## src/rtl/ceespu_dmem_ctrl_if.sv

```systemverilog
// Core data-memory bus for the ceespu data-memory controller: core access
// port, block-RAM port and slow I/O peripheral port bundled together.
interface ceespu_dmem_ctrl_if;
    // Core side
    logic        I_en;
    logic [15:0] I_addr;
    logic [31:0] I_wdata;
    logic [3:0]  I_we;
    logic [31:0] O_rdata;
    logic        O_busy;
    logic        O_bus_error;
    // Block-RAM side
    logic        O_ram_en;
    logic [13:0] O_ram_addr;
    logic [31:0] O_ram_wdata;
    logic [3:0]  O_ram_we;
    logic [31:0] I_ram_rdata;
    // I/O peripheral side
    logic        O_io_req;
    logic [15:0] O_io_addr;
    logic [31:0] O_io_wdata;
    logic [3:0]  O_io_we;
    logic        I_io_ack;
    logic [31:0] I_io_rdata;

    // Controller view
    modport slave (
        input  I_en, I_addr, I_wdata, I_we,
        output O_rdata, O_busy, O_bus_error,
        output O_ram_en, O_ram_addr, O_ram_wdata, O_ram_we,
        input  I_ram_rdata,
        output O_io_req, O_io_addr, O_io_wdata, O_io_we,
        input  I_io_ack, I_io_rdata
    );

    // Core / memory / peripheral view
    modport master (
        output I_en, I_addr, I_wdata, I_we,
        input  O_rdata, O_busy, O_bus_error,
        input  O_ram_en, O_ram_addr, O_ram_wdata, O_ram_we,
        output I_ram_rdata,
        input  O_io_req, O_io_addr, O_io_wdata, O_io_we,
        output I_io_ack, I_io_rdata
    );
endinterface

```

## src/rtl/ceespu_dmem_ctrl.sv

```systemverilog
// Data-memory controller for the ceespu core. Addresses with bit 15 clear go
// to zero-wait block RAM; addresses with bit 15 set go to a slow req/ack I/O
// port, stalling the core via O_busy until the peripheral acks or times out.
module ceespu_dmem_ctrl #(
    parameter int TIMEOUT = 255,
    parameter int CNT_W   = 8
) (
    input logic             I_clk,
    input logic             I_rst,
    ceespu_dmem_ctrl_if.slave bus
);

    typedef enum logic [1:0] {
        IDLE    = 2'd0,
        IO_WAIT = 2'd1,
        IO_DONE = 2'd2
    } state_t;

    state_t             state;
    state_t             stateNext;
    logic [CNT_W-1:0]   waitCnt;
    logic [31:0]        rdReg;
    logic               srcIo;       // region of the last accepted access
    logic               busy;
    logic               ioLaunch;
    logic               ackHit;
    logic               timeoutHit;
    logic               ramEn;

    // Next-state decode, stall request and I/O completion events
    always_comb begin
        stateNext  = state;
        busy       = 1'b0;
        ioLaunch   = 1'b0;
        ackHit     = 1'b0;
        timeoutHit = 1'b0;
        case (state)
            IDLE: begin
                if (bus.I_en && bus.I_addr[15]) begin
                    busy      = 1'b1;
                    ioLaunch  = 1'b1;
                    stateNext = IO_WAIT;
                end
            end
            IO_WAIT: begin
                busy = 1'b1;
                // An ack arriving on the last allowed cycle still completes normally
                if (bus.I_io_ack) begin
                    ackHit    = 1'b1;
                    stateNext = IO_DONE;
                end else if (waitCnt == CNT_W'(TIMEOUT - 1)) begin
                    timeoutHit = 1'b1;
                    stateNext  = IO_DONE;
                end
            end
            IO_DONE: begin
                // Core advances past the held request here; it is not relaunched
                stateNext = IDLE;
            end
            default: stateNext = IDLE;
        endcase
    end

    // RAM port is a straight pass-through, gated to IDLE so an I/O access never touches RAM
    always_comb begin
        ramEn           = bus.I_en & ~bus.I_addr[15] & (state == IDLE);
        bus.O_ram_en    = ramEn;
        bus.O_ram_addr  = bus.I_addr[15:2];
        bus.O_ram_wdata = bus.I_wdata;
        bus.O_ram_we    = ramEn ? bus.I_we : 4'b0000;
        bus.O_busy      = busy;
        bus.O_rdata     = srcIo ? rdReg : bus.I_ram_rdata;
    end

    // Control state: FSM, request strobe, timeout counter, error pulse, read-source select
    always_ff @(posedge I_clk) begin
        if (I_rst) begin
            state           <= IDLE;
            bus.O_io_req    <= 1'b0;
            bus.O_bus_error <= 1'b0;
            waitCnt         <= '0;
            srcIo           <= 1'b0;
        end else begin
            state           <= stateNext;
            bus.O_bus_error <= timeoutHit;
            if (ioLaunch) begin
                bus.O_io_req <= 1'b1;
                waitCnt      <= '0;
            end else if (state == IO_WAIT) begin
                waitCnt <= waitCnt + 1'b1;
            end
            if (ackHit || timeoutHit) begin
                bus.O_io_req <= 1'b0;
            end
            if (!busy && bus.I_en) begin
                srcIo <= bus.I_addr[15];
            end
        end
    end

    // I/O datapath: request capture at launch and read-data capture at completion
    always_ff @(posedge I_clk) begin
        if (I_rst) begin
            bus.O_io_addr  <= '0;
            bus.O_io_wdata <= '0;
            bus.O_io_we    <= '0;
            rdReg          <= '0;
        end else begin
            if (ioLaunch) begin
                bus.O_io_addr  <= bus.I_addr;
                bus.O_io_wdata <= bus.I_wdata;
                bus.O_io_we    <= bus.I_we;
            end
            // Stores and timeouts return zero so the core never sees stale data
            if (ackHit) begin
                rdReg <= (bus.O_io_we == 4'b0000) ? bus.I_io_rdata : 32'h0;
            end else if (timeoutHit) begin
                rdReg <= 32'h0;
            end
        end
    end

endmodule

```

## src/flat_wrapper.sv

```systemverilog
// flat-port wrapper written by rule: the top's interface ports become plain ports
module ceespu_dmem_ctrl_flat 
#(
    parameter int TIMEOUT = 255,
    parameter int CNT_W   = 8
)
  (I_clk, I_rst, bus_I_en, bus_I_addr, bus_I_wdata, bus_I_we, bus_O_rdata, bus_O_busy, bus_O_bus_error, bus_O_ram_en, bus_O_ram_addr, bus_O_ram_wdata, bus_O_ram_we, bus_I_ram_rdata, bus_O_io_req, bus_O_io_addr, bus_O_io_wdata, bus_O_io_we, bus_I_io_ack, bus_I_io_rdata);
  ceespu_dmem_ctrl_if bus_i ();
  input logic I_clk;
  input logic I_rst;
  input wire logic [$bits(bus_i.I_en)-1:0] bus_I_en;
  input wire logic [$bits(bus_i.I_addr)-1:0] bus_I_addr;
  input wire logic [$bits(bus_i.I_wdata)-1:0] bus_I_wdata;
  input wire logic [$bits(bus_i.I_we)-1:0] bus_I_we;
  output wire logic [$bits(bus_i.O_rdata)-1:0] bus_O_rdata;
  output wire logic [$bits(bus_i.O_busy)-1:0] bus_O_busy;
  output wire logic [$bits(bus_i.O_bus_error)-1:0] bus_O_bus_error;
  output wire logic [$bits(bus_i.O_ram_en)-1:0] bus_O_ram_en;
  output wire logic [$bits(bus_i.O_ram_addr)-1:0] bus_O_ram_addr;
  output wire logic [$bits(bus_i.O_ram_wdata)-1:0] bus_O_ram_wdata;
  output wire logic [$bits(bus_i.O_ram_we)-1:0] bus_O_ram_we;
  input wire logic [$bits(bus_i.I_ram_rdata)-1:0] bus_I_ram_rdata;
  output wire logic [$bits(bus_i.O_io_req)-1:0] bus_O_io_req;
  output wire logic [$bits(bus_i.O_io_addr)-1:0] bus_O_io_addr;
  output wire logic [$bits(bus_i.O_io_wdata)-1:0] bus_O_io_wdata;
  output wire logic [$bits(bus_i.O_io_we)-1:0] bus_O_io_we;
  input wire logic [$bits(bus_i.I_io_ack)-1:0] bus_I_io_ack;
  input wire logic [$bits(bus_i.I_io_rdata)-1:0] bus_I_io_rdata;
  assign bus_i.I_en = bus_I_en;
  assign bus_i.I_addr = bus_I_addr;
  assign bus_i.I_wdata = bus_I_wdata;
  assign bus_i.I_we = bus_I_we;
  assign bus_O_rdata = bus_i.O_rdata;
  assign bus_O_busy = bus_i.O_busy;
  assign bus_O_bus_error = bus_i.O_bus_error;
  assign bus_O_ram_en = bus_i.O_ram_en;
  assign bus_O_ram_addr = bus_i.O_ram_addr;
  assign bus_O_ram_wdata = bus_i.O_ram_wdata;
  assign bus_O_ram_we = bus_i.O_ram_we;
  assign bus_i.I_ram_rdata = bus_I_ram_rdata;
  assign bus_O_io_req = bus_i.O_io_req;
  assign bus_O_io_addr = bus_i.O_io_addr;
  assign bus_O_io_wdata = bus_i.O_io_wdata;
  assign bus_O_io_we = bus_i.O_io_we;
  assign bus_i.I_io_ack = bus_I_io_ack;
  assign bus_i.I_io_rdata = bus_I_io_rdata;
  ceespu_dmem_ctrl #(.TIMEOUT(TIMEOUT), .CNT_W(CNT_W)) u_core (.I_clk(I_clk), .I_rst(I_rst), .bus(bus_i));
endmodule
```

## config.mk

```make
export PLATFORM = sky130hd
export DESIGN_NAME = ceespu_dmem_ctrl_flat
export DESIGN_NICKNAME = d
export VERILOG_FILES = /design/src/rtl/ceespu_dmem_ctrl_if.sv /design/src/rtl/ceespu_dmem_ctrl.sv /design/src/flat_wrapper.sv
export SDC_FILE = /design/constraint.sdc
export NUM_CORES = 1
export LEC_CHECK = 0
export ABC_AREA = 1
export BUFFER_PORTS_ARGS = -buffer_cell sky130_fd_sc_hd__buf_2
export CORE_ASPECT_RATIO = 0.8
export CORE_UTILIZATION = 44
export CTS_CLUSTER_SIZE = 16
export DETAILED_ROUTE_END_ITERATION = 10
export MAX_ROUTING_LAYER = met4
export PLACE_DENSITY = 0.87
export SLEW_MARGIN = 20
export SYNTH_ARGS = -nofsm -noshare
export SYNTH_HDL_FRONTEND = slang
export SYNTH_SLANG_ARGS = --single-unit
```

## constraint.sdc

```tcl
create_clock -name I_clk -period 1.5 [get_ports I_clk]
set_input_delay 0.075 -clock I_clk [delete_from_list [all_inputs] [get_ports I_clk]]
set_output_delay 0.075 -clock I_clk [all_outputs]
set_load 0.02 [all_outputs]
```

# [Word-level counts from Yosys, hierarchy flattened]
# Index checks and enable logic that the tools add are counted.
[word_totals] in_bits=120 ff_bits=97
[op_classes] n_addsub=1 n_eq_ne=4 muxes=17 reduce_logical=10 n_bitwise=3
[ops] operator="$mux W32" count=4
[ops] operator="$add A8 B1 Y8 const B" count=1
[ops] operator="$eq A8 B8 Y1 const B" count=1
[ops] operator="$mux W1" count=7
[ops] operator="$mux W2" count=3
[ops] operator="$logic_not A4 Y1" count=1
[ops] operator="$mux W4" count=1
[ops] operator="$pmux W2 S2" count=1
[ops] operator="$reduce_or A2 Y1" count=2
[ops] operator="$ne A3 B2 Y1 const B" count=1
[ops] operator="$and A1 B1 Y1" count=2
[ops] operator="$eq A2 B1 Y1 const B" count=1
[ops] operator="$logic_and A1 B1 Y1" count=2
[ops] operator="$logic_not A2 Y1" count=1
[ops] operator="$ne A2 B1 Y1 const B" count=1
[ops] operator="$pmux W1 S2" count=1
[ops] operator="$reduce_and A2 Y1" count=1
[ops] operator="$reduce_bool A2 Y1" count=1
[ops] operator="$logic_not A1 Y1" count=1
[ops] operator="$logic_or A1 B1 Y1" count=1
[ops] operator="$not A1 Y1" count=1

# [Logic depth before layout (Yosys ltp)]
# Gate-level depths: netlist of the first run.
[logic_depth] depth_word=6 ltp_mapped=9 mapped_depth_nobuf=8

# [Worst setup path before layout of the first run]
# OpenSTA, ideal clock, no wires.
[synth_path] path_type="flip-flop to output port" startpoint="register u_core.state[1]" endpoint="output bus_O_ram_we[0]" arrival_ns=1.494 setup_slack_ns=-0.069 required_ns=1.425 path_stages_with_launch=6 path_cell_list="dfxtp_1 -> nor2_2 -> inv_1 -> nor3_1 -> inv_1 -> nor2_1"
[synth_between] elab_chain_len=3
[synth_lines] element="start, declared" line_no="ceespu_dmem_ctrl.sv:19" rtl="state_t state;"
[synth_lines] element="start signal, assigned" line_no="ceespu_dmem_ctrl.sv:84" rtl="state <= stateNext;"
[synth_lines] element="$logic_not A2 Y1" line_no="ceespu_dmem_ctrl.sv:66" rtl="ramEn = bus.I_en & ~bus.I_addr[15] & (state == IDLE);"
[synth_lines] element="$and A1 B1 Y1" line_no="ceespu_dmem_ctrl.sv:66"
[synth_lines] element="net bus_O_ram_en" line_no="flat_wrapper.sv:18" rtl="output wire logic [$bits(bus_i.O_ram_en)-1:0] bus_O_ram_en;"
[synth_lines] element="$mux W4" line_no="ceespu_dmem_ctrl.sv:70" rtl="bus.O_ram_we = ramEn ? bus.I_we : 4'b0000;"
[synth_lines] element="end, declared" line_no="flat_wrapper.sv:21" rtl="output wire logic [$bits(bus_i.O_ram_we)-1:0] bus_O_ram_we;"
# The timed path passes the listed nets, and every way through them passes these cells.

# [Worst setup path after layout of the first run]
[layout_path] startpoint="register u_core.srcIo" endpoint="output bus_O_rdata[23]"
[layout_between] elab_chain_len=1
[layout_lines] element="start, declared" line_no="ceespu_dmem_ctrl.sv:23" rtl="logic srcIo;"
[layout_lines] element="start signal, assigned" line_no="ceespu_dmem_ctrl.sv:96" rtl="srcIo <= bus.I_addr[15];"
[layout_lines] element="$mux W32" line_no="ceespu_dmem_ctrl.sv:72" rtl="bus.O_rdata = srcIo ? rdReg : bus.I_ram_rdata;"
[layout_lines] element="end, declared" line_no="flat_wrapper.sv:15" rtl="output wire logic [$bits(bus_i.O_rdata)-1:0] bus_O_rdata;"
# No other way between the ends.

==> results of run 1 <==
-- cells by family after synthesis --
kind of cell / after synthesis / synth area share, %
AOI/OAI and AO/OA: 63 / 7.383
DFF: 97 / 43.90
xor gates and xnor gates: 1 / 0.1981
and+or+nand+nor: 252 / 25.09
muxes: 32 / 8.147
buffers and inverters: 102 / 14.71
adders and majority gates: 2 / 0.5657
-- worst paths after layout --
| kind | startpoint | to | slack (ps) |
|---|---|---|---|
| worst max-delay path | u_core.srcIo | bus_O_rdata[23] | -20 |
| worst min-delay path | bus_I_addr[7] | u_core.bus.O_io_addr[7] | 9 |
| worst max register to register | u_core.state[0] | u_core.rdReg[31] | 110 |
| worst min register to register | u_core.rdReg[1] | u_core.rdReg[1] | 460 |
-- layer usage --
layer	GRT usage, %	vias up	wire (microns)
li1	-	2246	-
met5	-	-	0
met3	5.288	43	731
met4	11.47	0	479
met1	28.29	2161	5193
met2	44.85	201	7048
-- Yosys cell counts (2+ instances only) --
cell / n
nor2_1: 111
buf_6: 8
nor2_2: 4
inv_2: 4
clkbuf_1: 11
buf_2: 7
a21oi_1: 10
ha_1: 2
mux2_2: 32
dfxtp_1: 97
nand2_1: 58
buf_4: 52
nand3_2: 2
nand2_4: 2
inv_1: 18
o21ai_0: 52
nand2_2: 2
nand3_1: 66
-- placed cells by master (no fill, tap or decap), types with 6 or more instances in the layout --
| cell type | synthesis | layout |
|---|---|---|
| buf_4 | 52 | 15 |
| o21ai_0 | 52 | 52 |
| a21oi_1 | 10 | 10 |
| dfxtp_1 | 97 | 94 |
| nor2_1 | 111 | 110 |
| dlygate4sd3_1 | 0 | 56 |
| nand2_1 | 58 | 58 |
| nand3_1 | 66 | 66 |
| inv_2 | 4 | 6 |
| inv_1 | 18 | 16 |
| clkbuf_16 | 0 | 9 |
| mux2_2 | 32 | 28 |
| buf_2 | 7 | 243 |
-- layout make-up --
type                       instances  area share (%)
multi-input combinational        350           28.77
tap                              136           2.619
clock buffer                      10           3.678
inverter                          23           1.367
sequential                        97           29.98
clock inverter                     6           1.752
timing repair buffer             325           31.83
-- report_power, final --
part | switching (mW) | leakage, nW | internal (mW)
clock | 0.983 | 0.165 | 1.68
combinational | 0.728 | 2.29 | 0.530
sequential | 0.0644 | 0.794 | 2.70
total | 1.78 | 3.25 | 4.91
-- registers in the layout (all words and copies together) (netlist names) --
name,cells
u_core.waitCnt,8
u_core.rdReg,32
u_core.bus.O_io_addr,16
u_core.bus.O_io_req,1
u_core.bus.O_io_wdata,32
u_core.state,2
u_core.bus.O_io_we,4
u_core.srcIo,1
u_core.bus.O_bus_error,1
-- critical path: cells and delay by family (launching register included) --
| kind | cells | cell delay (ps) |
|---|---|---|
| muxes | 1 | 360 |
| DFF | 1 | 400 |
| buffers and inverters | 2 | 330 |
-- repair_timing --
item | CTS | global route
hold buffers | 56 | 0
gates resized for setup | 16 | 20
cloned | 1 | 0
endpoints found under the hold margin | 57 | 0
setup endpoints to repair | 36 | 37
setup buffers | 3 | 0
pin swaps | 4 | 2
==> flow_summary.toml, run 1 <==
[yosys]
synth-edff-count = 0
mappedNetlistNets = 671
synth_cell_type_count = 29
syn-cell-area_sq_mm = 0.004423
ys_top_cells_by_area = "dfxtp_1 (44%), nor2_1 (9.4%), buf_4 (8.8%), mux2_2 (8.1%), nand3_1 (7.5%)"
synth_top_area_cell = "dfxtp_1"
synth_async_sr_flop_share_pct = 0
synth-seq-cells = 97
synthCells = 549
yosysTopAreaCellShare_pct = 43.90
seq_area_frac_synth_pct = 43.90
yosysWarningCount = 0
post_synth.cell_area_avg_sq_um = 8.056
ys.flop_type = "dfxtp_1"

[critical_path]
reg2reg_depth = 8
cpMaxStageDelayCell = "dfxtp_4"
critical_path_class = "reg2out"
cp.required_ps = 1420
start_kind = "register"
slowest_delay_ps = 400
cp_cell_sequence = "buf_12 > mux2_2 > buf_2"
cp.arrival_ps = 1440
cp_max_fo = 16
worstSetupEndpointType = "output port"

[detailed_routing]
drc_errors = 0
num_vias = 4651
drtIter0Drc = 201
wl_microns = 13450
first_pass_iters = 5
vias_per_cell = 4.911
ant_nets = 0
avgRoutedWirePerCell_microns = 14.21

[sta]
hold_slack_ps = 9.212
fin_crit_sh_pct = 101.0
skew_ps = 9.026
setup_viol = 7
tightest_slew_ps = 474.2
finalSetupTns_ps = -47.94
relSlewSlack_pct = 68.39
hold_viol_final = 0
period_needed_ps = 1515
timing.fmax_mhz = 660.0
drv_slew = 0
fin_ws_ps = -15.25
rsz0062_at_grt = "yes"

[clocking]
cts_inserted_buffers = 9
clkSinkCount = 97
clkLatencyLatePin_ps = 340
cts-root-buf = "clkbuf_16"
htree_levels = 3
clock_path_buffers = 2
path_clk_slew_ps = 70
cts_tree = "done"

[status]
status = "complete, but fails checks"
violations = "negative setup slack"

[pwr]
ir_drop_v = 0.0007781
powerDensity_mw_per_mm2 = 1029
p_leak_nw = 3.249
total_power_mw = 6.683

[finish]
area_delta_synth_final_pct = 46.90
fillerInstances = 803
n_antenna_cell = 0
regArea_sq_mm = 0.001948
drive_gt1_share_pct = 42.29
multi_input_area_sq_mm = 0.001869
instances_no_fill = 947
layout.nets = 928
final_core_util_pct = 67.06
stdcell_area_sq_mm = 0.006497

[floorplan]
start_util_pct = 45.65
core_area_sq_mm = 0.009689
io_pins = 258
die_area_sq_mm = 0.01046
die_w_microns = 114.1
chipHeight_microns = 91.68
rows = 32

[place]
place_area_sq_mm = 0.005433
port_buffers = 257
hpwlAfterDp_microns = 8712
dpl.cell_count = 871
pre_cts_slack_ps = 206.8
gp_congestion = 0.8167

[global_routing]
antenna_found_initial = 0
grt_pass1_vias = 4340
gr-usage-all-layers_pct = 25.72
grt_overflow_total = 0
grt_pass1_wl_microns = 20580
grt_max_degree = 56

[run]
max_cap_violations = 0

[hold_path]
hold_path.class = "in2reg"
min_delay_path_depth = 3
(Power assumes the default switching activity.)
==> inputs of run 2 (changes only) <==
--- a/config.mk
+++ b/config.mk
@@ -12,7 +12,7 @@
 export CTS_CLUSTER_SIZE = 16
 export DETAILED_ROUTE_END_ITERATION = 10
 export MAX_ROUTING_LAYER = met4
-export PLACE_DENSITY = 0.87
+export PLACE_DENSITY = 0.93
 export SLEW_MARGIN = 20
 export SYNTH_ARGS = -nofsm -noshare
 export SYNTH_HDL_FRONTEND = slang
==> constraint.sdc (replaced) <==
create_clock -name I_clk -period 1.4 [get_ports I_clk]
set_input_delay 0.07 -clock I_clk [delete_from_list [all_inputs] [get_ports I_clk]]
set_output_delay 0.07 -clock I_clk [all_outputs]
set_load 0.02 [all_outputs]
==> run 2 against run 1 <==
The flow still finishes with violations (negative setup slack). Power decreased by 1.3%. Final cell count decreased by 0.53%. Sequential share of layout area decreased by 0.67 points. Register-to-register slack got worse by 50 ps. Clock skew decreased by 3.1 ps. Setup slack got worse by 110 ps. Sequential power increased by 7.2%. Non-clock buffer count decreased by 5. Critical endpoint is now bus_O_rdata[6]. Largest cell class unchanged. Largest power group unchanged.
==> flow_summary.toml, run 2 (synthesis gave the netlist of run 1 again) <==
[critical_path]
cp_max_fo = 8
worstSetupEndpointType = "output port"
cp_num_buf_inv = 2
slowest_delay_ps = 420
start_kind = "register"
cpMaxStageDelayCell = "dfxtp_4"
rr_startpoint = "u_core.state[0]"
cp.arrival_ps = 1460
cp-startpoint = "u_core.srcIo"
critical_path_class = "reg2out"
cp.required_ps = 1330
crit_family = "flip-flops"
cp_cell_sequence = "clkbuf_16 > mux2_2 > buf_6"

[place]
port_buffers = 257
hpwlAfterDp_microns = 8696
dpl.cell_count = 872
gp_congestion = 0.8331

[pwr]
powerDensity_mw_per_mm2 = 990.2
total_power_mw = 6.599
ir_drop_v = 0.0008671
p_leak_nw = 3.327

[detailed_routing]
vias_per_cell = 4.969
ant_nets = 0
drt-met1-wl_microns = 5882
wl_met2_microns = 7292
top_layer_used = "met4"
wl_met3_microns = 825
drtIter0Drc = 245
first_pass_iters = 5
avgRoutedWirePerCell_microns = 15.43
drc_errors = 0
wl_microns = 14540
num_vias = 4681

[clocking]
clkLatencyLatePin_ps = 330
cts_tree = "done"
cts-root-buf = "clkbuf_16"
cts_inserted_buffers = 9
clock_path_buffers = 2
htree_levels = 3
path_clk_slew_ps = 60
clkSinkCount = 97

[sta]
tightest_slew_ps = 322.0
fin_ws_ps = -125.3
skew_ps = 5.923
rsz0062_at_grt = "yes"
fin_crit_sh_pct = 108.9
relSlewSlack_pct = 78.53
timing.fmax_mhz = 655.6
finalSetupTns_ps = -1975
setup_viol = 35
drv_slew = 0
hold_viol_final = 0
period_needed_ps = 1525

[finish]
instances_no_fill = 942
n_antenna_cell = 0
largestRegisters = "u_core.bus.O_io_wdata (32), u_core.rdReg (32), u_core.bus.O_io_addr (16)"
final_cell_mix = "buf_2 (227), nor2_1 (107), dfxtp_1 (94)"
layout.nets = 924
drive_gt1_share_pct = 43.30
area_delta_synth_final_pct = 50.66
final_common_cell = "buf_2"

[floorplan]
start_util_pct = 45.65
die_w_microns = 114.1
rows = 32
die_area_sq_mm = 0.01046
io_pins = 258
chipHeight_microns = 91.68
core_area_sq_mm = 0.009689

[global_routing]
gr-usage-all-layers_pct = 26.08
grt_pass1_wl_microns = 20760
grt_pass1_vias = 4431
antenna_found_initial = 0
grt_overflow_total = 0
grt_max_degree = 46

[run]
max_cap_violations = 0

[status]
status = "complete, but fails checks"
violations = "negative setup slack"

[hold_path]
hold_path.class = "in2reg"
worst_hold_startpoint = "bus_I_addr[13]"
-- run 2: area by class of cell --
cell class                 instances  area (sq um)
fill                             762          3025
timing repair buffer             320          2197
multi-input combinational        350          1971
sequential                        97          1953
clock buffer                      11         242.7
tap                              136         170.2
inverter                          23         101.3
clock inverter                     4         20.02
timing repair inverter             1         8.758
-- run 2: path summary, 6_finish.rpt --
path,end,slack [ps],cells past startpoint
worst min-delay path,u_core.bus.O_io_addr[13],10,3
worst max register to register,u_core.rdReg[3],60,7
worst min register to register,u_core.rdReg[1],460,2
worst max-delay path,bus_O_rdata[6],-130,3
-- run 2: where the power goes --
group,leakage (nW),internal (mW),switching [mW]
Combinational,2.40,0.621,0.819
Clock,0.135,1.23,0.972
Sequential,0.794,2.89,0.0690
Total,3.33,4.74,1.86
-- run 2: routing by layer --
layer  track usage, %  vias to the layer above
met5                -                        -
met4            12.01                        0
met3            5.354                       55
met2            43.74                      222
met1            29.99                     2161
li1                 -                     2243
-- run 2: worst register-to-register path, stage by stage, from the launching register on --
cell	delay, ps
dfxtp_4	360
buf_4	120
nand2_4	90
nor2_4	150
nand4_4	100
buf_12	190
nand3_1	140
nand2_1	80
-- run 2: stage by stage --
step / hold slack [ps] / area, sq um / util (%) / worst slack (ps)
2_1_floorplan: 130.4 / 4428 / - / 70.61
3_3_place_gp: 291.6 / 5465 / 56.41 / 175.6
3_5_place_dp: 297.2 / 5465 / 56.41 / 106.4
4_1_cts: 0.9611 / 6315 / 65.17 / -84.41
5_1_grt: 22.64 / 6664 / 68.78 / -153.6
6_report: 10.81 / 6664 / 68.78 / -125.3
-- run 2: what timing repair did --
item / in CTS / in global routing
cloned: 1 / 3
endpoints found under the hold margin: 48 / 0
hold buffers: 48 / 0
pin swaps: 3 / 3
setup buffers: 4 / 0
gates resized for setup: 18 / 88
endpoints found under the setup margin: 36 / 83
